--- src/rtl/seg7_scan_ctrl.sv ---
// Eight-digit seven-segment scan controller with frame-synchronous double-buffered display data.
// Define SEG7_SCAN_BLANK_EN to add BLANK_CYCLES of all-off anti-ghosting time after every digit slot.
module seg7_scan_ctrl #(
   parameter int PRESCALE     = 50000,
   parameter int BLANK_CYCLES = 500
) (
   input  logic        clk,
   input  logic        rst,
   input  logic [31:0] data_i,
   input  logic [7:0]  dp_i,
   input  logic [7:0]  digit_en_i,
   input  logic        load_i,
   output logic        load_ack_o,
   output logic [2:0]  an_gen_o,
   output logic        an_blank_o,
   output logic [6:0]  seg_o,
   output logic        dp_o,
   output logic        frame_o
);
   localparam int             PS_W    = $clog2(PRESCALE);
   localparam logic [PS_W-1:0] PS_LAST = PS_W'(PRESCALE - 1);

   if (PRESCALE < 2 || BLANK_CYCLES < 1) begin : gParamCheck
      $error("seg7_scan_ctrl: PRESCALE must be >= 2 and BLANK_CYCLES >= 1");
   end

   typedef enum logic {SHOW, BLANK} state_t;

   state_t            state_q, state_d;
   logic [PS_W-1:0]   prescale_q, prescale_d;
   logic [2:0]        index_q, index_d;
   logic [31:0]       stageData_q, stageData_d;
   logic [7:0]        stageDp_q, stageDp_d;
   logic [7:0]        stageEn_q, stageEn_d;
   logic [31:0]       shadowData_q, shadowData_d;
   logic [7:0]        shadowDp_q, shadowDp_d;
   logic [7:0]        shadowEn_q, shadowEn_d;
   logic              pending_q, pending_d;
   logic              anBlank_q, anBlank_d;
   logic [6:0]        seg_q, seg_d;
   logic              dp_q, dp_d;
   logic              loadAck_q, loadAck_d;
   logic              frame_q, frame_d;
   logic              advance, wrap, commit, lit;

`ifdef SEG7_SCAN_BLANK_EN
   localparam int              BL_W    = $clog2(BLANK_CYCLES + 1);
   localparam logic [BL_W-1:0] BL_LAST = BL_W'(BLANK_CYCLES - 1);
   logic [BL_W-1:0] blankCnt_q, blankCnt_d;
`endif

   function automatic logic [6:0] hexFont(input logic [3:0] nibble);
      case (nibble)
         4'h0:    hexFont = 7'h40;
         4'h1:    hexFont = 7'h79;
         4'h2:    hexFont = 7'h24;
         4'h3:    hexFont = 7'h30;
         4'h4:    hexFont = 7'h19;
         4'h5:    hexFont = 7'h12;
         4'h6:    hexFont = 7'h02;
         4'h7:    hexFont = 7'h78;
         4'h8:    hexFont = 7'h00;
         4'h9:    hexFont = 7'h10;
         4'hA:    hexFont = 7'h08;
         4'hB:    hexFont = 7'h03;
         4'hC:    hexFont = 7'h46;
         4'hD:    hexFont = 7'h21;
         4'hE:    hexFont = 7'h06;
         default: hexFont = 7'h0E;
      endcase
   endfunction

   always_comb begin
      state_d      = state_q;
      prescale_d   = prescale_q;
      advance      = 1'b0;
`ifdef SEG7_SCAN_BLANK_EN
      blankCnt_d   = blankCnt_q;
`endif
      case (state_q)
         SHOW: begin
            if (prescale_q == PS_LAST) begin
               prescale_d = '0;
`ifdef SEG7_SCAN_BLANK_EN
               state_d    = BLANK;
`else
               advance    = 1'b1;
`endif
            end else begin
               prescale_d = prescale_q + 1'b1;
            end
         end
         default: begin
`ifdef SEG7_SCAN_BLANK_EN
            if (blankCnt_q == BL_LAST) begin
               blankCnt_d = '0;
               state_d    = SHOW;
               advance    = 1'b1;
            end else begin
               blankCnt_d = blankCnt_q + 1'b1;
            end
`else
            state_d = SHOW;
`endif
         end
      endcase

      index_d = advance ? index_q + 3'd1 : index_q;
      wrap    = advance && (index_q == 3'd7);
      commit  = wrap && pending_q;

      // Staging always takes a new load; shadow only changes at the frame wrap, taking the old staging.
      stageData_d  = load_i ? data_i     : stageData_q;
      stageDp_d    = load_i ? dp_i       : stageDp_q;
      stageEn_d    = load_i ? digit_en_i : stageEn_q;
      pending_d    = load_i ? 1'b1 : (commit ? 1'b0 : pending_q);
      shadowData_d = commit ? stageData_q : shadowData_q;
      shadowDp_d   = commit ? stageDp_q   : shadowDp_q;
      shadowEn_d   = commit ? stageEn_q   : shadowEn_q;

      // Outputs are computed from next-state values so they register on the same edge as index/state.
      lit       = (state_d == SHOW) && shadowEn_d[index_d];
      anBlank_d = ~lit;
      seg_d     = lit ? hexFont(shadowData_d[{index_d, 2'b00} +: 4]) : 7'h7F;
      dp_d      = lit ? ~shadowDp_d[index_d] : 1'b1;
      frame_d   = wrap;
      loadAck_d = commit;
   end

   always_ff @(posedge clk) begin
      if (rst) begin
         state_q      <= SHOW;
         prescale_q   <= '0;
         index_q      <= '0;
         stageData_q  <= '0;
         stageDp_q    <= '0;
         stageEn_q    <= '0;
         shadowData_q <= '0;
         shadowDp_q   <= '0;
         shadowEn_q   <= '0;
         pending_q    <= 1'b0;
         anBlank_q    <= 1'b1;
         seg_q        <= 7'h7F;
         dp_q         <= 1'b1;
         loadAck_q    <= 1'b0;
         frame_q      <= 1'b0;
`ifdef SEG7_SCAN_BLANK_EN
         blankCnt_q   <= '0;
`endif
      end else begin
         state_q      <= state_d;
         prescale_q   <= prescale_d;
         index_q      <= index_d;
         stageData_q  <= stageData_d;
         stageDp_q    <= stageDp_d;
         stageEn_q    <= stageEn_d;
         shadowData_q <= shadowData_d;
         shadowDp_q   <= shadowDp_d;
         shadowEn_q   <= shadowEn_d;
         pending_q    <= pending_d;
         anBlank_q    <= anBlank_d;
         seg_q        <= seg_d;
         dp_q         <= dp_d;
         loadAck_q    <= loadAck_d;
         frame_q      <= frame_d;
`ifdef SEG7_SCAN_BLANK_EN
         blankCnt_q   <= blankCnt_d;
`endif
      end
   end

   assign an_gen_o   = index_q;
   assign an_blank_o = anBlank_q;
   assign seg_o      = seg_q;
   assign dp_o       = dp_q;
   assign load_ack_o = loadAck_q;
   assign frame_o    = frame_q;

endmodule

--- config.mk ---
export PLATFORM = sky130hd
export DESIGN_NAME = seg7_scan_ctrl
export DESIGN_NICKNAME = d
export VERILOG_FILES = /design/src/rtl/seg7_scan_ctrl.sv
export SDC_FILE = /design/constraint.sdc
export NUM_CORES = 1
export LEC_CHECK = 0
export ABC_AREA = 1
export CAP_MARGIN = 20
export CORE_MARGIN = 1
export CORE_UTILIZATION = 52
export CTS_BUF_LIST = sky130_fd_sc_hd__clkbuf_2 sky130_fd_sc_hd__clkbuf_4 sky130_fd_sc_hd__clkbuf_8
export DETAILED_ROUTE_END_ITERATION = 10
export PLACE_DENSITY = 0.78
export SLEW_MARGIN = 20
export SYNTH_ARGS = -nofsm -noshare
export SYNTH_HDL_FRONTEND = slang
export SYNTH_SLANG_ARGS = --single-unit
--- constraint.sdc ---
create_clock -name clk -period 2.21 [get_ports clk]
set_input_delay 0.442 -clock clk [delete_from_list [all_inputs] [get_ports clk]]
set_output_delay 0.442 -clock clk [all_outputs]
set_load 0.01 [all_outputs]
==> flow_metrics.env, run 1 <==
export IMPL_status="finished with violations"
export IMPL_violations="setup timing"
export IMPL_skew_ns=0.0222
export IMPL_yosys_warnings=0
export IMPL_vias=6155
export IMPL_synthCells=739
export IMPL_cp_cell_sequence="nor2_1 > nand2_2 > nor2_4 > nand4_4 > buf_12 > buf_12 > nand2_4 > nand3_4 > nand3_2 > nand3_2 > nand2_4 > buf_6 > ha_1 > nand3_1 > nand3_1 > nand3_1"
export IMPL_post_drt_wl_per_cell_um=20.6
export IMPL_totalNegativeSetupSlack_ns=-2.13
export IMPL_endpoint_kind="flop"
export IMPL_p_leak_uw=0.00326
export IMPL_min_path_type="in2reg"
export IMPL_r2r_end="seg_o[4]$_SDFF_PP1_"
export IMPL_diodes=0
export IMPL_stdcell_count=1014
export IMPL_fp_dieH_um=104
export IMPL_power_density_mw_per_mm2=636
export IMPL_min_to="shadowDp_q[3]$_SDFF_PP0_"
export IMPL_grt_max_degree=58
export IMPL_clock_path_buffers=2
export IMPL_overflow=0
export IMPL_dp_cells=943
export IMPL_cp_start_kind="flop"
export IMPL_finalHoldViolations=0
export IMPL_fin_crit_sh_pct=116
export IMPL_place_area_mm2=0.00640
export IMPL_ys_ff_latch=127
export IMPL_p_total_uw=5090
export IMPL_fin_crit_ns=2.57
export IMPL_yosys_area_top_type="dfxtp_1"
export IMPL_drt_total_wl_um=20900
export IMPL_drive_above_1_share_pct=31.8
export IMPL_ios=65
export IMPL_setup_ws_ns=-0.360
export IMPL_synthesis_nets=799
export IMPL_nNetsFinal=928
export IMPL_h_tree_depth=4
export IMPL_cts_buffers=17
export IMPL_final_area_mm2=0.00800
export IMPL_dieArea_mm2=0.0109
export IMPL_rsz0062_at_grt="yes"
export IMPL_cts_sinks=127
export IMPL_synth_cell_types=32
export IMPL_hp_start="rst"
export IMPL_synth_area_per_cell_um2=7.35
export IMPL_fmax_mhz=389
export IMPL_cts_root_buffer="clkbuf_8"
export IMPL_slew_violations=0
export IMPL_port_buffer_count=64
export IMPL_final_util_pct=80.4
export IMPL_syn_area_mm2=0.00543
export IMPL_avgViaCountPerCell=6.07
export IMPL_critPathMaxStageDelay_ns=0.35
export IMPL_critPathKind="reg2reg"
export IMPL_core_area_mm2=0.00995
export IMPL_setup_violations_final=9
export IMPL_r2r_cells=16
export IMPL_drc_errors=0
export IMPL_grt_antenna_before_repair=0
export IMPL_synth_edff_count=0
export IMPL_cp_required_ns=2.54
export IMPL_place_gp_congestion=0.857
export IMPL_initialDrtViolationCount=601
export IMPL_synth_top_flop_cell="dfxtp_1"
export IMPL_arrival_ns=2.90
export IMPL_antenna_left=0
export IMPL_crit_path_max_fanout=6
export IMPL_holdPathStages=2
export IMPL_dp_hpwl_um=8840
export IMPL_r2r_setup_slack_ns=-0.36
export IMPL_grt_pass1_vias=5572
export IMPL_die_w_um=104
export IMPL_crit_path_top_delay_cell="dfxtp_2"
export IMPL_syn2layout_area_growth_pct=47.4
export IMPL_r2r_start="prescale_q[5]$_SDFF_PP0_"
export IMPL_grtUsageTotal_pct=30.9
export IMPL_cts_tree="built"
export IMPL_synth_async_reset_ratio_pct=0
export IMPL_max_cap_violations=0
export IMPL_initial_utilization_pct=54.5
export IMPL_cts_clk_slew_worst_paths_ns=0.08
export IMPL_ys_seq_area_share_pct=46.8
export IMPL_rows=36
export IMPL_clk_latency_ns=0.46
export IMPL_vdd_drop_max_uv=427
export IMPL_yosys_area_top_type_share_pct=46.8
export IMPL_firstDrtPassIters=6
export IMPL_grt_pass1_wl_um=26700
export IMPL_ys_top_cells_by_area="dfxtp_1 47%, nor2_1 9.3%, nand2_1 8.9%"
export IMPL_relSlewSlack_pct=60.2
export IMPL_crit_top_cell="nand3_1"
export IMPL_worst_pin_slew_ns=0.597
## per-layer routing
metal | vias up | GRT usage [%] | part of all wire, %
li1 | 2648 | - | -
met1 | 2815 | 36.8 | 35
met4 | 0 | 19.1 | 8.1
met5 | - | 0 | 0
met2 | 515 | 50.3 | 47
met3 | 177 | 7.46 | 9.9
## Yosys cell counts (2+ instances only)
cell type  count
a21oi_1       59
buf_2          6
buf_4          5
buf_6          5
clkbuf_1      21
dfxtp_1      127
ha_1           9
inv_1         46
inv_2          8
nand2_1      129
nand2_2        7
nand2_4        2
nand3_1       88
nand3_2        2
nand3_4        2
nor2_1       135
nor2_2         2
nor2_4         5
nor3_1         2
nor3b_1        2
o211ai_1       2
o21ai_0       63
xor2_1         3
## power by group
group          internal [uW]  switching [uW]  total, uW
Clock                   1440             976       2420
Sequential              2350            47.2       2400
Combinational            132             143        276
## registers in the layout, indices dropped and copies added, names as in the netlist
signal,cells
stageData_q,32
prescale_q,16
stageDp_q,8
frame_o,1
seg_o,7
shadowData_q,32
shadowDp_q,8
an_gen_o,3
stageEn_q,8
dp_o,1
pending_q,1
shadowEn_q,8
an_blank_o,1
load_ack_o,1
## metrics by stage
stage	setup slack, ns	hold slack (ns)
finish	-0.360	0.405
global route	-0.442	0.404
CTS	-0.0977	0.384
detailed placement	-0.162	0.458
global placement	-0.0803	0.449
floorplan	0.00972	0.408
## layout make-up
class | instances | area, um2
clock buffers | 22 | 284
clock inverters | 10 | 184
fillers | 535 | 1950
inverters | 56 | 246
multi-input cells | 519 | 3140
flip-flops and latches | 127 | 2550
well taps | 133 | 166
repair buffers | 145 | 1410
repair inverters | 2 | 25.0
## what timing repair did
action                     4_1_cts  5_1_grt
hold buffers                     0        0
setup endpoints to repair        8        9
pin swaps                       28       43
buffers inserted                21       13
gates cloned                     6        0
gates resized for setup         95      107
## logic make-up after synthesis
group | Yosys count | share of synthesized area (%)
buf+inv | 94 | 7.72
fa+ha+maj | 9 | 2.07
flops | 127 | 46.8
compound gates | 124 | 11.5
xor+xnor | 4 | 0.645
simple gates | 381 | 31.2
## how the worst max path moves through the flow
stage / start / end / slack [ns]
after floorplan: prescale_q[1]$_SDFF_PP0_ / seg_o[5]$_SDFF_PP1_ / 0.01
after global placement: prescale_q[1]$_SDFF_PP0_ / seg_o[1]$_SDFF_PP1_ / -0.08
after detailed placement: prescale_q[1]$_SDFF_PP0_ / seg_o[3]$_SDFF_PP1_ / -0.16
after CTS: prescale_q[0]$_SDFF_PP0_ / seg_o[1]$_SDFF_PP1_ / -0.1
after global routing: prescale_q[5]$_SDFF_PP0_ / seg_o[4]$_SDFF_PP1_ / -0.44
final: prescale_q[5]$_SDFF_PP0_ / seg_o[4]$_SDFF_PP1_ / -0.36
## worst max-delay path, delay by kind of cell, from the launching register on
family	cells	cell delay, ns
DFF	1	0.35
buffers and inverters	3	0.51
adders and majority gates	1	0.18
and+or+nand+nor	12	1.41
## layout by cell type (no fill, tap or decap), types with 19 or more instances in the layout
cell / n
a21oi_1: 58
buf_4: 58
clkbuf_8: 19
clkdlybuf4s50_1: 63
dfxtp_1: 118
inv_1: 44
nand2_1: 78
nand2_2: 38
nand2_4: 21
nand3_1: 36
nand3_2: 51
nor2_1: 126
o21ai_0: 56
Power figures use the tool's default switching activity.
==> inputs of run 2 (changes only) <==
- ABC_AREA: 1 -> unset
- CORE_UTILIZATION: 52 -> 53
- PLACE_DENSITY: 0.78 -> 0.79
==> run 2 against run 1 <==
Against the previous run: the run still ends with setup timing left; wire length down 16%; critical endpoint is now seg_o[0]$_SDFF_PP1_; power down 8.3%; clock skew down 0.012 ns; sequential cell count unchanged; synthesized cell count down 5.1%; critical path depth down 6; non-clock buffer count up 33; global-route usage down 0.59 points; synthesized area up 9.9%; final area up 3.9%.
==> flow_metrics.env, run 2 <==
export IMPL_status="finished with violations"
export IMPL_violations="setup timing"
export IMPL_antenna_left=0
export IMPL_grt_max_degree=103
export IMPL_fin_crit_sh_pct=151
export IMPL_synth_top_flop_cell="dfxtp_1"
export IMPL_skew_ns=0.0104
export IMPL_yosys_area_top_type_share_pct=42.6
export IMPL_multiInputGateArea_mm2=0.00348
export IMPL_port_buffer_count=64
export IMPL_ys_ff_latch=127
export IMPL_syn2layout_area_growth_pct=39.3
export IMPL_ys_seq_area_share_pct=42.6
export IMPL_synth_async_reset_ratio_pct=0
export IMPL_cp_required_ns=2.52
export IMPL_firstDrtPassIters=5
export IMPL_critPathKind="reg2reg"
export IMPL_clk_latency_ns=0.44
export IMPL_drt_total_wl_um=17500
export IMPL_pre_cts_slack_ns=-1.19
export IMPL_r2r_cells=10
export IMPL_dieArea_mm2=0.0117
export IMPL_vdd_drop_max_uv=607
export IMPL_fin_crit_ns=3.33
export IMPL_synth_cell_types=59
export IMPL_regArea_mm2=0.00254
export IMPL_final_cell_mix="126 x dfxtp_1, 119 x nand2_1, 93 x buf_4"
export IMPL_nNetsFinal=909
export IMPL_fill_cells=752
export IMPL_synthTopCellsByCount="135 x nand2_1, 127 x dfxtp_1, 94 x nor2_1, 71 x mux2i_1, 53 x a21oi_1"
export IMPL_drc_errors=0
export IMPL_rsz0062_at_grt="yes"
export IMPL_yosys_area_top_type="dfxtp_1"
export IMPL_reg_top3="shadowData_q: 32 flops, stageData_q: 32 flops, prescale_q: 16 flops"
export IMPL_fmax_mhz=301
export IMPL_avgViaCountPerCell=5.79
export IMPL_max_cap_violations=0
export IMPL_post_drt_wl_per_cell_um=17.5
export IMPL_initial_utilization_pct=54.8
export IMPL_hp_start="shadowDp_q[6]$_SDFF_PP0_"
export IMPL_yosys_warnings=0
export IMPL_holdPathStages=2
export IMPL_ios=65
export IMPL_grtUsageTotal_pct=30.3
export IMPL_r2r_start="prescale_q[13]$_SDFF_PP0_"
export IMPL_min_path_type="reg2reg"
export IMPL_overflow=0
export IMPL_crit_path_max_fanout=7
export IMPL_h_tree_depth=4
export IMPL_arrival_ns=3.64
export IMPL_core_area_mm2=0.0109
export IMPL_diodes=0
export IMPL_finalHoldViolations=0
export IMPL_fp_dieH_um=108
export IMPL_min_to="shadowDp_q[6]$_SDFF_PP0_"
export IMPL_place_gp_congestion=0.878
export IMPL_final_common_cell="dfxtp_1"
export IMPL_die_w_um=108
export IMPL_grt_antenna_before_repair=0
export IMPL_rows=38
export IMPL_final_util_pct=76.4
export IMPL_synth_edff_count=0
export IMPL_vias=5800
export IMPL_setup_violations_final=23
export IMPL_cts_root_buffer="clkbuf_8"
export IMPL_endpoint_kind="flop"
export IMPL_drive_above_1_share_pct=26.1
export IMPL_initialDrtViolationCount=359
export IMPL_power_density_mw_per_mm2=562
export IMPL_ys_top_cells_by_area="dfxtp_1 43%, mux2i_1 12%, nand2_1 8.5%"
export IMPL_worst_pin_slew_ns=0.531
export IMPL_synthCells=701
export IMPL_synth_area_per_cell_um2=8.51
export IMPL_r2r_end="seg_o[0]$_SDFF_PP1_"
export IMPL_dp_hpwl_um=11600
export IMPL_setup_ws_ns=-1.12
export IMPL_cts_buffers=17
export IMPL_slew_violations=0
export IMPL_cts_tree="built"
export IMPL_clock_path_buffers=2
export IMPL_synthesis_nets=761
export IMPL_cts_clk_slew_worst_paths_ns=0.07
export IMPL_syn_area_mm2=0.00597
export IMPL_synth_most_common_cell="nand2_1"
export IMPL_grt_pass1_vias=5649
export IMPL_cts_sinks=127
export IMPL_grt_pass1_wl_um=27100
export IMPL_r2r_setup_slack_ns=-1.12
export IMPL_p_leak_uw=0.00333
export IMPL_cp_start_kind="flop"
export IMPL_crit_start="prescale_q[13]$_SDFF_PP0_"
export IMPL_relSlewSlack_pct=64.6
[run 2: worst max-delay path by stage]
stage / to / depth (start not counted)
after floorplan: seg_o[0]$_SDFF_PP1_ / 15
after global placement: seg_o[0]$_SDFF_PP1_ / 10
after detailed placement: seg_o[0]$_SDFF_PP1_ / 10
after CTS: seg_o[0]$_SDFF_PP1_ / 10
after global routing: seg_o[0]$_SDFF_PP1_ / 10
final: seg_o[0]$_SDFF_PP1_ / 10
[run 2: metal layers]
layer | vias to the layer above | GRT usage [%] | routed length (um)
li1 | 2737 | - | -
met1 | 2828 | 35.6 | 7190
met2 | 184 | 52.4 | 8810
met3 | 51 | 7.72 | 984
met4 | 0 | 12.4 | 499
met5 | - | 0 | 0
[run 2: final cells by class]
| type | instances | area share, % |
|---|---|---|
| Timing Repair Buffer | 178 | 20.2 |
| Sequential cell | 127 | 30.6 |
| Clock inverter | 10 | 1.35 |
| Multi-Input combinational cell | 516 | 41.9 |
| Inverter | 9 | 0.436 |
| Tap cell | 140 | 2.11 |
| Clock buffer | 22 | 3.42 |
[run 2: kinds of logic (layout without fill, tap and decap cells)]
group           after synthesis  count (layout)  share of synthesized area, %
simple gates                289             289                          21.0
fa+ha+maj                     9               9                          1.89
flops                       127             127                          42.6
buf+inv                      58             219                          3.69
mux                          82              82                          15.3
xor+xnor                     14              14                          2.06
compound gates              122             122                          13.4
[run 2: critical path, cell delays in order, from the launching register on]
cell and delay (ns):
dfxtp_2 0.32, or4_4 0.54, or4_4 0.46, mux2i_4 0.26, o311ai_1 0.13, a211o_1 0.27, a31o_4 0.24, buf_4 0.16
ha_1 0.19, and3_1 0.14, or4_1 0.49
[run 2: power breakdown]
part	internal [uW]	leakage, uW	switching, uW	total (uW)
Clock	1090	0.000203	897	1990
Sequential	2350	0.00103	51.7	2400
Combinational	164	0.00210	118	282
[run 2: what timing repair did]
| action | CTS | global route |
|---|---|---|
| buffers inserted | 6 | 4 |
| pin swaps | 8 | 16 |
| hold buffers | 0 | 0 |
| endpoints found under the setup margin | 47 | 59 |
| gates cloned | 0 | 3 |
| gates resized for setup | 33 | 50 |
[run 2: through the flow]
stage	hold WS [ns]	cells	total power [uW]	cell area, um2	setup TNS (ns)
6_report	0.460	1002	4670	8310	-7.98
5_1_grt	0.484	1002	4830	8310	-10.92
4_1_cts	0.456	995	4700	8040	-9.84
3_5_place_dp	0.447	957	2720	7450	-12.11
3_3_place_gp	0.436	957	2710	7450	-10.66
2_1_floorplan	0.412	701	2570	6120	-10.02
